**config.mk**
```make
export PLATFORM = sky130hd
export DESIGN_NAME = load_store_unit
export DESIGN_NICKNAME = d
export VERILOG_FILES = /design/src/rtl/lsu_pkg.sv /design/src/rtl/lsu_align.sv /design/src/rtl/load_store_unit.sv
export SDC_FILE = /design/constraint.sdc
export NUM_CORES = 1
export LEC_CHECK = 0
export ABC_AREA = 1
export CORE_AREA = 2 2 157 159
export CTS_CLUSTER_DIAMETER = 80
export DETAILED_ROUTE_END_ITERATION = 10
export DIE_AREA = 0 0 159 161
export GPL_ROUTABILITY_DRIVEN = 0
export PLACE_DENSITY = 0.44
export RECOVER_POWER = 50
export SETUP_SLACK_MARGIN = 0.1
export SYNTH_ARGS = -nofsm -noshare
export SYNTH_HDL_FRONTEND = slang
export SYNTH_SLANG_ARGS = --single-unit
export TNS_END_PERCENT = 50
```
**constraint.sdc**
```tcl
create_clock -name clk -period 3.7 [get_ports clk]
set_clock_uncertainty 0.05 [all_clocks]
set_input_delay 0.925 -clock clk [delete_from_list [all_inputs] [get_ports clk]]
set_output_delay 0.925 -clock clk [all_outputs]
set_load 0.01 [all_outputs]
```
**src/rtl/lsu_pkg.sv**
```systemverilog
// Shared definitions for the load/store unit: Funct3 access encodings,
// FSM state type and access-size decoding.
package lsu_pkg;

    localparam logic [2:0] F3_B  = 3'b000;
    localparam logic [2:0] F3_H  = 3'b001;
    localparam logic [2:0] F3_W  = 3'b010;
    localparam logic [2:0] F3_BU = 3'b100;
    localparam logic [2:0] F3_HU = 3'b101;

    typedef enum logic [1:0] {
        IDLE,
        BUSY,
        DONE
    } lsu_state_t;

    typedef enum logic [1:0] {
        SZ_BYTE,
        SZ_HALF,
        SZ_WORD
    } lsu_size_t;

    // Unlisted encodings (011, 110, 111) fall through to word accesses.
    function automatic lsu_size_t f3_size(input logic [2:0] f3);
        case (f3)
            F3_B, F3_BU: return SZ_BYTE;
            F3_H, F3_HU: return SZ_HALF;
            default:     return SZ_WORD;
        endcase
    endfunction

    function automatic logic f3_unsigned(input logic [2:0] f3);
        return (f3 == F3_BU) || (f3 == F3_HU);
    endfunction

endpackage

```
**src/rtl/lsu_align.sv**
```systemverilog
// Combinational lane steering: byte enables, store-data replication, load
// extraction/extension and misalign detection (active with LSU_MISALIGN_TRAP_EN).
module lsu_align
    import lsu_pkg::*;
(
    input  logic [2:0]  f3_i,
    input  logic [1:0]  off_i,
    input  logic [31:0] wdata_i,
    input  logic [31:0] rdata_i,
    output logic [3:0]  be_o,
    output logic [31:0] wdata_o,
    output logic [31:0] load_o,
    output logic        misalign_o
);

    lsu_size_t   size;
    logic        unsigned_ld;
    logic [1:0]  aoff;
    logic [31:0] shifted;

    always_comb begin
        size        = f3_size(f3_i);
        unsigned_ld = f3_unsigned(f3_i);
        aoff        = 2'b00;
        be_o        = 4'b1111;
        wdata_o     = wdata_i;
        // Offset bits that would misalign the access are dropped here.
        case (size)
            SZ_BYTE: begin
                aoff    = off_i;
                be_o    = 4'b0001 << off_i;
                wdata_o = {4{wdata_i[7:0]}};
            end
            SZ_HALF: begin
                aoff    = {off_i[1], 1'b0};
                be_o    = 4'b0011 << aoff;
                wdata_o = {2{wdata_i[15:0]}};
            end
            default: ;
        endcase

        shifted = rdata_i >> {aoff, 3'b000};
        case (size)
            SZ_BYTE: load_o = unsigned_ld ? {24'h0, shifted[7:0]}
                                          : {{24{shifted[7]}}, shifted[7:0]};
            SZ_HALF: load_o = unsigned_ld ? {16'h0, shifted[15:0]}
                                          : {{16{shifted[15]}}, shifted[15:0]};
            default: load_o = shifted;
        endcase
    end

`ifdef LSU_MISALIGN_TRAP_EN
    assign misalign_o = ((size == SZ_HALF) && off_i[0]) ||
                        ((size == SZ_WORD) && (off_i != 2'b00));
`else
    assign misalign_o = 1'b0;
`endif

endmodule

```
**src/rtl/load_store_unit.sv**
```systemverilog
// Multi-cycle load/store unit bridging the datapath to a req/ack data bus.
// Define LSU_MISALIGN_TRAP_EN to trap misaligned half/word accesses instead of aligning them.
module load_store_unit
    import lsu_pkg::*;
(
    input  logic        clk,
    input  logic        reset,
    input  logic        MemRead,
    input  logic        MemWrite,
    input  logic [2:0]  Funct3,
    input  logic [31:0] Addr,
    input  logic [31:0] WriteData,
    output logic [31:0] ReadData,
    output logic        Stall,
    output logic        MisalignErr,
    output logic        BusReq,
    output logic        BusWe,
    output logic [31:0] BusAddr,
    output logic [3:0]  BusBe,
    output logic [31:0] BusWdata,
    input  logic        BusAck,
    input  logic [31:0] BusRdata
);

    lsu_state_t  state_q;
    logic [2:0]  f3_q;
    logic [1:0]  off_q;
    logic        we_q;
    logic        req_q;
    logic        misalign_q;
    logic [31:0] addr_q;
    logic [31:0] wdata_q;
    logic [31:0] rdata_q;
    logic [3:0]  be_q;

    logic        access_w;
    logic [2:0]  f3_sel;
    logic [1:0]  off_sel;
    logic [3:0]  be_w;
    logic [31:0] wdata_w;
    logic [31:0] load_w;
    logic        misalign_w;

    assign access_w = MemRead | MemWrite;

    // The aligner sees live inputs in IDLE (to latch lanes and decide on a trap)
    // and the latched request afterwards (to extract load data on ack).
    assign f3_sel  = (state_q == IDLE) ? Funct3    : f3_q;
    assign off_sel = (state_q == IDLE) ? Addr[1:0] : off_q;

    lsu_align u_align (
        .f3_i       (f3_sel),
        .off_i      (off_sel),
        .wdata_i    (WriteData),
        .rdata_i    (BusRdata),
        .be_o       (be_w),
        .wdata_o    (wdata_w),
        .load_o     (load_w),
        .misalign_o (misalign_w)
    );

    always_ff @(posedge clk or negedge reset) begin
        if (!reset) begin
            state_q    <= IDLE;
            f3_q       <= '0;
            off_q      <= '0;
            we_q       <= 1'b0;
            req_q      <= 1'b0;
            misalign_q <= 1'b0;
            addr_q     <= '0;
            wdata_q    <= '0;
            rdata_q    <= '0;
            be_q       <= '0;
        end else begin
            case (state_q)
                IDLE: begin
                    if (access_w) begin
                        f3_q  <= Funct3;
                        off_q <= Addr[1:0];
                        if (misalign_w) begin
                            state_q    <= DONE;
                            misalign_q <= 1'b1;
                            if (!MemWrite) begin
                                rdata_q <= '0;
                            end
                        end else begin
                            state_q <= BUSY;
                            req_q   <= 1'b1;
                            we_q    <= MemWrite;
                            addr_q  <= {Addr[31:2], 2'b00};
                            be_q    <= be_w;
                            wdata_q <= wdata_w;
                        end
                    end
                end
                BUSY: begin
                    if (BusAck) begin
                        state_q <= DONE;
                        req_q   <= 1'b0;
                        if (!we_q) begin
                            rdata_q <= load_w;
                        end
                    end
                end
                DONE: begin
                    state_q    <= IDLE;
                    misalign_q <= 1'b0;
                end
                default: begin
                    state_q <= IDLE;
                end
            endcase
        end
    end

    assign Stall       = (state_q == BUSY) || ((state_q == IDLE) && reset && access_w);
    assign ReadData    = rdata_q;
    assign MisalignErr = misalign_q;
    assign BusReq      = req_q;
    assign BusWe       = we_q;
    assign BusAddr     = addr_q;
    assign BusBe       = be_q;
    assign BusWdata    = wdata_q;

endmodule
```
==> flow_summary.json, run 1 <==
{
  "outcome": "complete, but fails checks",
  "violations": "max-capacitance violations, max-slew violations",
  "r2r-start": "state_q[1]",
  "max-vdd-ir-drop_v": 0.0003414,
  "rsz0062_at_grt": "false",
  "maxCapViolCount": 1,
  "holdCritStartpoint": "BusAddr[26]",
  "layout-area-overhead-vs-synth_pct": 46.14,
  "worst_path_dominant_cell_family": "buffers and inverters",
  "core-area_um2": 23960,
  "min_to": "BusAddr[26]",
  "critPathSlowestCell": "clkdlybuf4s50_1",
  "dp_hpwl_um": 13700,
  "num-nets-final": 1007,
  "fillers": 2561,
  "p_int_mw": 3.950,
  "hold_class": "flip-flop to flip-flop",
  "synth_edf_count": 0,
  "die_area_um2": 25600,
  "cts_made_buffers": 9,
  "clkSinkCount": 107,
  "firstDrtPassIters": 4,
  "p_seq_frac": 0.292,
  "cp.arrival_ns": 2.30,
  "power.share.clock": 0.145,
  "r2r_setup_slack_ns": 1.41,
  "yosys.cell_types.count": 30,
  "htreeDepth": 3,
  "die_x_um": 159,
  "p_leak_nw": 3.974,
  "hold_buffers": 0,
  "rows": 57,
  "finish.utilization": 0.3427,
  "io_buffers": 204,
  "grt.total_usage": 0.1495,
  "wl_per_cell_um": 15.40,
  "whs_ns": 0.4242,
  "grt_pass1_vias": 5193,
  "p_comb_frac": 0.563,
  "initial_core_util": 0.2345,
  "stdcell_count": 1232,
  "cts_tree": "built",
  "cellPowerDensity_nw_per_um2": 862.5,
  "routed_wl_um": 18970,
  "crit_buf_inv": 2,
  "grt-ovfl-total": 0,
  "crit_required_ns": 2.72,
  "worstHoldPathCells": 2,
  "grt_max_degree": 108,
  "r2r_end": "ReadData[10]",
  "insertion_delay_ns": 0.36,
  "drtIter0Drc": 270,
  "cpPeakStageDelay_ns": 0.57,
  "ant_nets": 0,
  "async_reset_ff_frac": 1.000,
  "synthFlopType": "dfrtp_1",
  "diodes": 0,
  "synth.most_common_cell": "nand2_1",
  "seq_area_frac_synth": 0.4765,
  "avgViaCountPerCell": 4.124,
  "syn_area_um2": 5619,
  "cts_root_buffer": "clkbuf_16",
  "cts_resized": 0,
  "syn_avg_cell_area_um2": 7.848,
  "clock_path_buffers": 2,
  "p_switching_mw": 3.132,
  "finalMaxSlewViolations": 108,
  "yosys-top-cells-count": "269 x nand2_1, 107 x dfrtp_1, 80 x inv_1",
  "synth_top_area_frac": 0.4765,
  "antenna_found_initial": 1,
  "end_kind": "primary output",
  "fmax_mhz": 305.8,
  "dpl.cell_count": 1216,
  "drive_gt1_frac": 0.1090,
  "syn_inst": 716,
  "grt_pass1_wl_um": 29840,
  "ios": 208,
  "fp.dieH_um": 161,
  "clk_pin_slew_ns": 0.09,
  "yosysWarnings": 0,
  "postCtsSetupBuffers": 0,
  "relSlewSlack": -0.06222,
  "setup_viol": 0,
  "crit_fanout": 2,
  "fin_crit_sh": 0.8839,
  "crit_type": "primary input to primary output",
  "drc": 0,
  "yosys_register_bits": 107,
  "synth_area_leaders": "dfrtp_1 48%, nand2_1 18%, inv_1 5.3%, o21ai_0 4.7%, nand3_2 3.2%",
  "tns_ns": 0,
  "vias": 5081,
  "min_period_ns": 3.271,
  "sw_frac_of_total": 0.4423,
  "tightest_slew_ns": 1.593,
  "crit_chain": "clkdlybuf4s50_1 > nor2_1 > nor2_4 > nand2_1 > nand2_1 > clkdlybuf4s50_1",
  "cp-start-kind": "primary input",
  "yosysTopAreaCell": "dfrtp_1",
  "rr_worst_depth": 11,
  "final_hold_viol_count": 0
}
==> how the worst max path moves through the flow <==
stage	slack [ns]	from	to	cells past startpoint
global route	0.31	MemWrite	Stall	6
floorplan	0.81	MemWrite	Stall	6
detailed placement	0.43	MemWrite	Stall	6
finish	0.43	MemWrite	Stall	6
CTS	0.41	MemWrite	Stall	6
global placement	0.43	MemWrite	Stall	6
==> power by group through the flow <==
stage | clock (mW) | combinational (mW) | sequential [mW]
floorplan | 0 | 2.13 | 2.31
global route | 1.12 | 4.46 | 2.14
global placement | 0 | 4.17 | 2.09
detailed placement | 0 | 4.18 | 2.09
CTS | 1.08 | 4.19 | 2.08
finish | 1.03 | 3.99 | 2.07
==> logic make-up (layout without fill, tap and decap cells) <==
logic type | count (synthesis) | count (layout) | synth area share
flops | 107 | 107 | 0.4765
other cells | 1 | 3 | 0.0006674
compound gates | 86 | 86 | 0.08306
simple gates | 393 | 393 | 0.3342
buf+inv | 129 | 319 | 0.1055
==> area by class of cell <==
class / count / area, um2 / area share
Clock buffer: 9 / 225.2 / 0.02743
Sequential cell: 107 / 2678 / 0.3261
Timing Repair Buffer: 215 / 2118 / 0.2580
Tap cell: 324 / 405.4 / 0.04937
Multi-Input combinational cell: 482 / 2361 / 0.2875
Inverter: 88 / 330.3 / 0.04023
Clock inverter: 7 / 93.84 / 0.01143
==> flip-flops by register name, indices dropped and copies added, names as in the netlist <==
signal    flops
off_q         2
ReadData     32
BusWe         1
state_q       2
BusAddr      30
BusBe         4
BusReq        1
BusWdata     32
f3_q          3
==> through the flow <==
stage	total power, mW	area, um2	setup WS (ns)
floorplan	4.445	5627	0.8149
global placement	6.267	7911	0.4322
detailed placement	6.273	7911	0.4257
CTS	7.349	8230	0.4149
global route	7.717	8212	0.3103
finish	7.083	8212	0.4294
==> per-layer routing <==
layer  GRT usage  share of wire  vias to the layer above
li1            -              -                     2583
met1      0.1915           0.46                     2321
met2      0.2354           0.44                      160
met3     0.06266          0.090                       15
met4     0.03512          0.013                        2
met5           0        0.00058                        -
==> layout by cell type (no fill, tap or decap), types with 2 or more instances in the layout <==
cell type	n
clkbuf_16	9
nor2_4	5
nand2_4	7
or2_2	16
inv_1	79
clkinv_8	3
nand2_2	9
dfrtp_1	107
a31oi_1	15
clkinv_4	2
o22ai_1	8
nand3_2	18
nand2_1	269
nor2_1	28
dlygate4sd3_1	49
o21ai_0	53
nand4_1	10
nand3_4	5
clkdlybuf4s50_1	154
buf_4	10
conb_1	3
inv_2	8
a21oi_1	8
nand3_1	24
==> worst register-to-register path: stages, from the launching register on <==
cell and delay [ns]:
dfrtp_1 0.44, nor2_4 0.24, nand2_2 0.10, nand2_4 0.22
nand2_4 0.17, nor2_8 0.20, nand2_1 0.12, nand3_4 0.08
nand3_4 0.30, nand2_1 0.19, nand2_1 0.07, nand2_1 0.06
No activity file was read; power rests on OpenSTA's default activity.
==> inputs of run 2 (changes only) <==
MAX_ROUTING_LAYER = met4   (was not set)
==> flow_summary.json, run 2 (synthesis gave the netlist of run 1 again) <==
{
  "clk_pin_slew_ns": 0.08,
  "clock_path_buffers": 2,
  "startpoint": "MemWrite",
  "grt.total_usage": 0.1537,
  "max-vdd-ir-drop_v": 0.0003377,
  "io_buffers": 204,
  "num-nets-final": 1007,
  "ios": 208,
  "crit_type": "primary input to primary output",
  "vias": 5086,
  "design_area_um2": 8214,
  "tns_ns": 0,
  "sw_frac_of_total": 0.4420,
  "drtIter0Drc": 276,
  "finish.utilization": 0.3428,
  "layout_common_cells": "269 x nand2_1, 154 x clkdlybuf4s50_1, 107 x dfrtp_1",
  "worstHoldPathCells": 2,
  "rsz0062_at_grt": "false",
  "htreeDepth": 3,
  "firstDrtPassIters": 6,
  "power.share.clock": 0.145,
  "p_seq_frac": 0.292,
  "cp-start-kind": "primary input",
  "fp.dieH_um": 161,
  "layout-area-overhead-vs-synth_pct": 46.18,
  "p_switching_mw": 3.129,
  "rr_worst_depth": 11,
  "drc": 0,
  "rows": 57,
  "violations": "max-capacitance violations, max-slew violations",
  "grt_pass1_vias": 5219,
  "multiInputGateArea_um2": 2361,
  "outcome": "complete, but fails checks",
  "cts_resized": 0,
  "hold_class": "flip-flop to flip-flop",
  "finalMaxSlewViolations": 108,
  "relSlewSlack": -0.05873,
  "ff_latch_area_um2": 2678,
  "r2r_setup_slack_ns": 1.41,
  "crit_required_ns": 2.72,
  "cts_root_buffer": "clkbuf_16",
  "hold_buffers": 0,
  "fillers": 2560,
  "grt_pass1_wl_um": 29690,
  "pre_cts_slack_ns": 0.4257,
  "routed_wl_um": 18950,
  "avgViaCountPerCell": 4.125,
  "final_common_cell": "nand2_1",
  "end_kind": "primary output",
  "fmax_mhz": 306.1,
  "clkSinkCount": 107,
  "critPathCapture": "Stall",
  "insertion_delay_ns": 0.36,
  "cts_tree": "built",
  "detailed_place.area_um2": 7911,
  "p_comb_frac": 0.564,
  "setup_viol": 0,
  "cts_made_buffers": 9,
  "antenna_found_initial": 1,
  "tightest_slew_ns": 1.588,
  "die_area_um2": 25600,
  "drive_gt1_frac": 0.1090,
  "die_x_um": 159,
  "cellPowerDensity_nw_per_um2": 861.8,
  "maxCapViolCount": 1,
  "final_hold_viol_count": 0,
  "postCtsSetupBuffers": 0,
  "holdCritStartpoint": "BusAddr[4]",
  "crit_fanout": 2,
  "core-area_um2": 23960,
  "cp.arrival_ns": 2.29,
  "ant_nets": 0,
  "dp_hpwl_um": 13700,
  "r2r-start": "state_q[1]",
  "r2r_end": "ReadData[10]",
  "worst_slack_ns": 0.4329,
  "wl_per_cell_um": 15.37,
  "p_leak_nw": 3.975,
  "p_int_mw": 3.950,
  "initial_core_util": 0.2345,
  "grt-ovfl-total": 0,
  "min_period_ns": 3.267,
  "fin_crit_sh": 0.8830,
  "grt_max_degree": 108
}
==> run 2: power by group through the flow <==
| stage | registers [mW] | logic, mW | clock network [mW] |
|---|---|---|---|
| 6_report | 2.06 | 3.99 | 1.03 |
| 5_1_grt | 2.14 | 4.45 | 1.12 |
| 4_1_cts | 2.08 | 4.19 | 1.08 |
| 3_5_place_dp | 2.09 | 4.18 | 0 |
| 3_3_place_gp | 2.09 | 4.17 | 0 |
| 2_1_floorplan | 2.31 | 2.13 | 0 |
==> run 2: how the worst min path moves through the flow <==
stage / endpoint / slack (ns)
floorplan: off_q[0] / 0.39
global placement: BusAddr[31] / 0.40
detailed placement: BusAddr[12] / 0.41
CTS: BusAddr[4] / 0.43
global route: BusAddr[9] / 0.45
finish: BusAddr[4] / 0.42
==> run 2: final cells by class <==
type / instances / share of cell area
Timing Repair Buffer: 215 / 0.2579
Inverter: 88 / 0.04021
Clock inverter: 7 / 0.01142
Clock buffer: 9 / 0.02742
Multi-Input combinational cell: 482 / 0.2874
Tap cell: 324 / 0.04935
Antenna cell: 1 / 0.0003046
Sequential cell: 107 / 0.3260
==> run 2: critical path, cell delays in order <==
cell             delay (ns)
clkdlybuf4s50_1        0.47
nor2_1                 0.08
nor2_4                 0.11
nand2_1                0.05
nand2_1                0.08
clkdlybuf4s50_1        0.56
==> run 2: metal layers <==
metal / wire, um / up-vias / global-route usage
met5: 0 / - / -
met4: 224 / 0 / 0.03512
met3: 1649 / 13 / 0.05778
met2: 8442 / 159 / 0.2381
met1: 8635 / 2327 / 0.1913
li1: - / 2587 / -
==> run 2: stage by stage <==
step,hold slack [ns],cells,total power [mW]
global placement,0.4025,1216,6.267
CTS,0.4295,1232,7.349
floorplan,0.3856,718,4.445
detailed placement,0.4075,1216,6.273
global route,0.4465,1233,7.710
finish,0.4224,1233,7.079
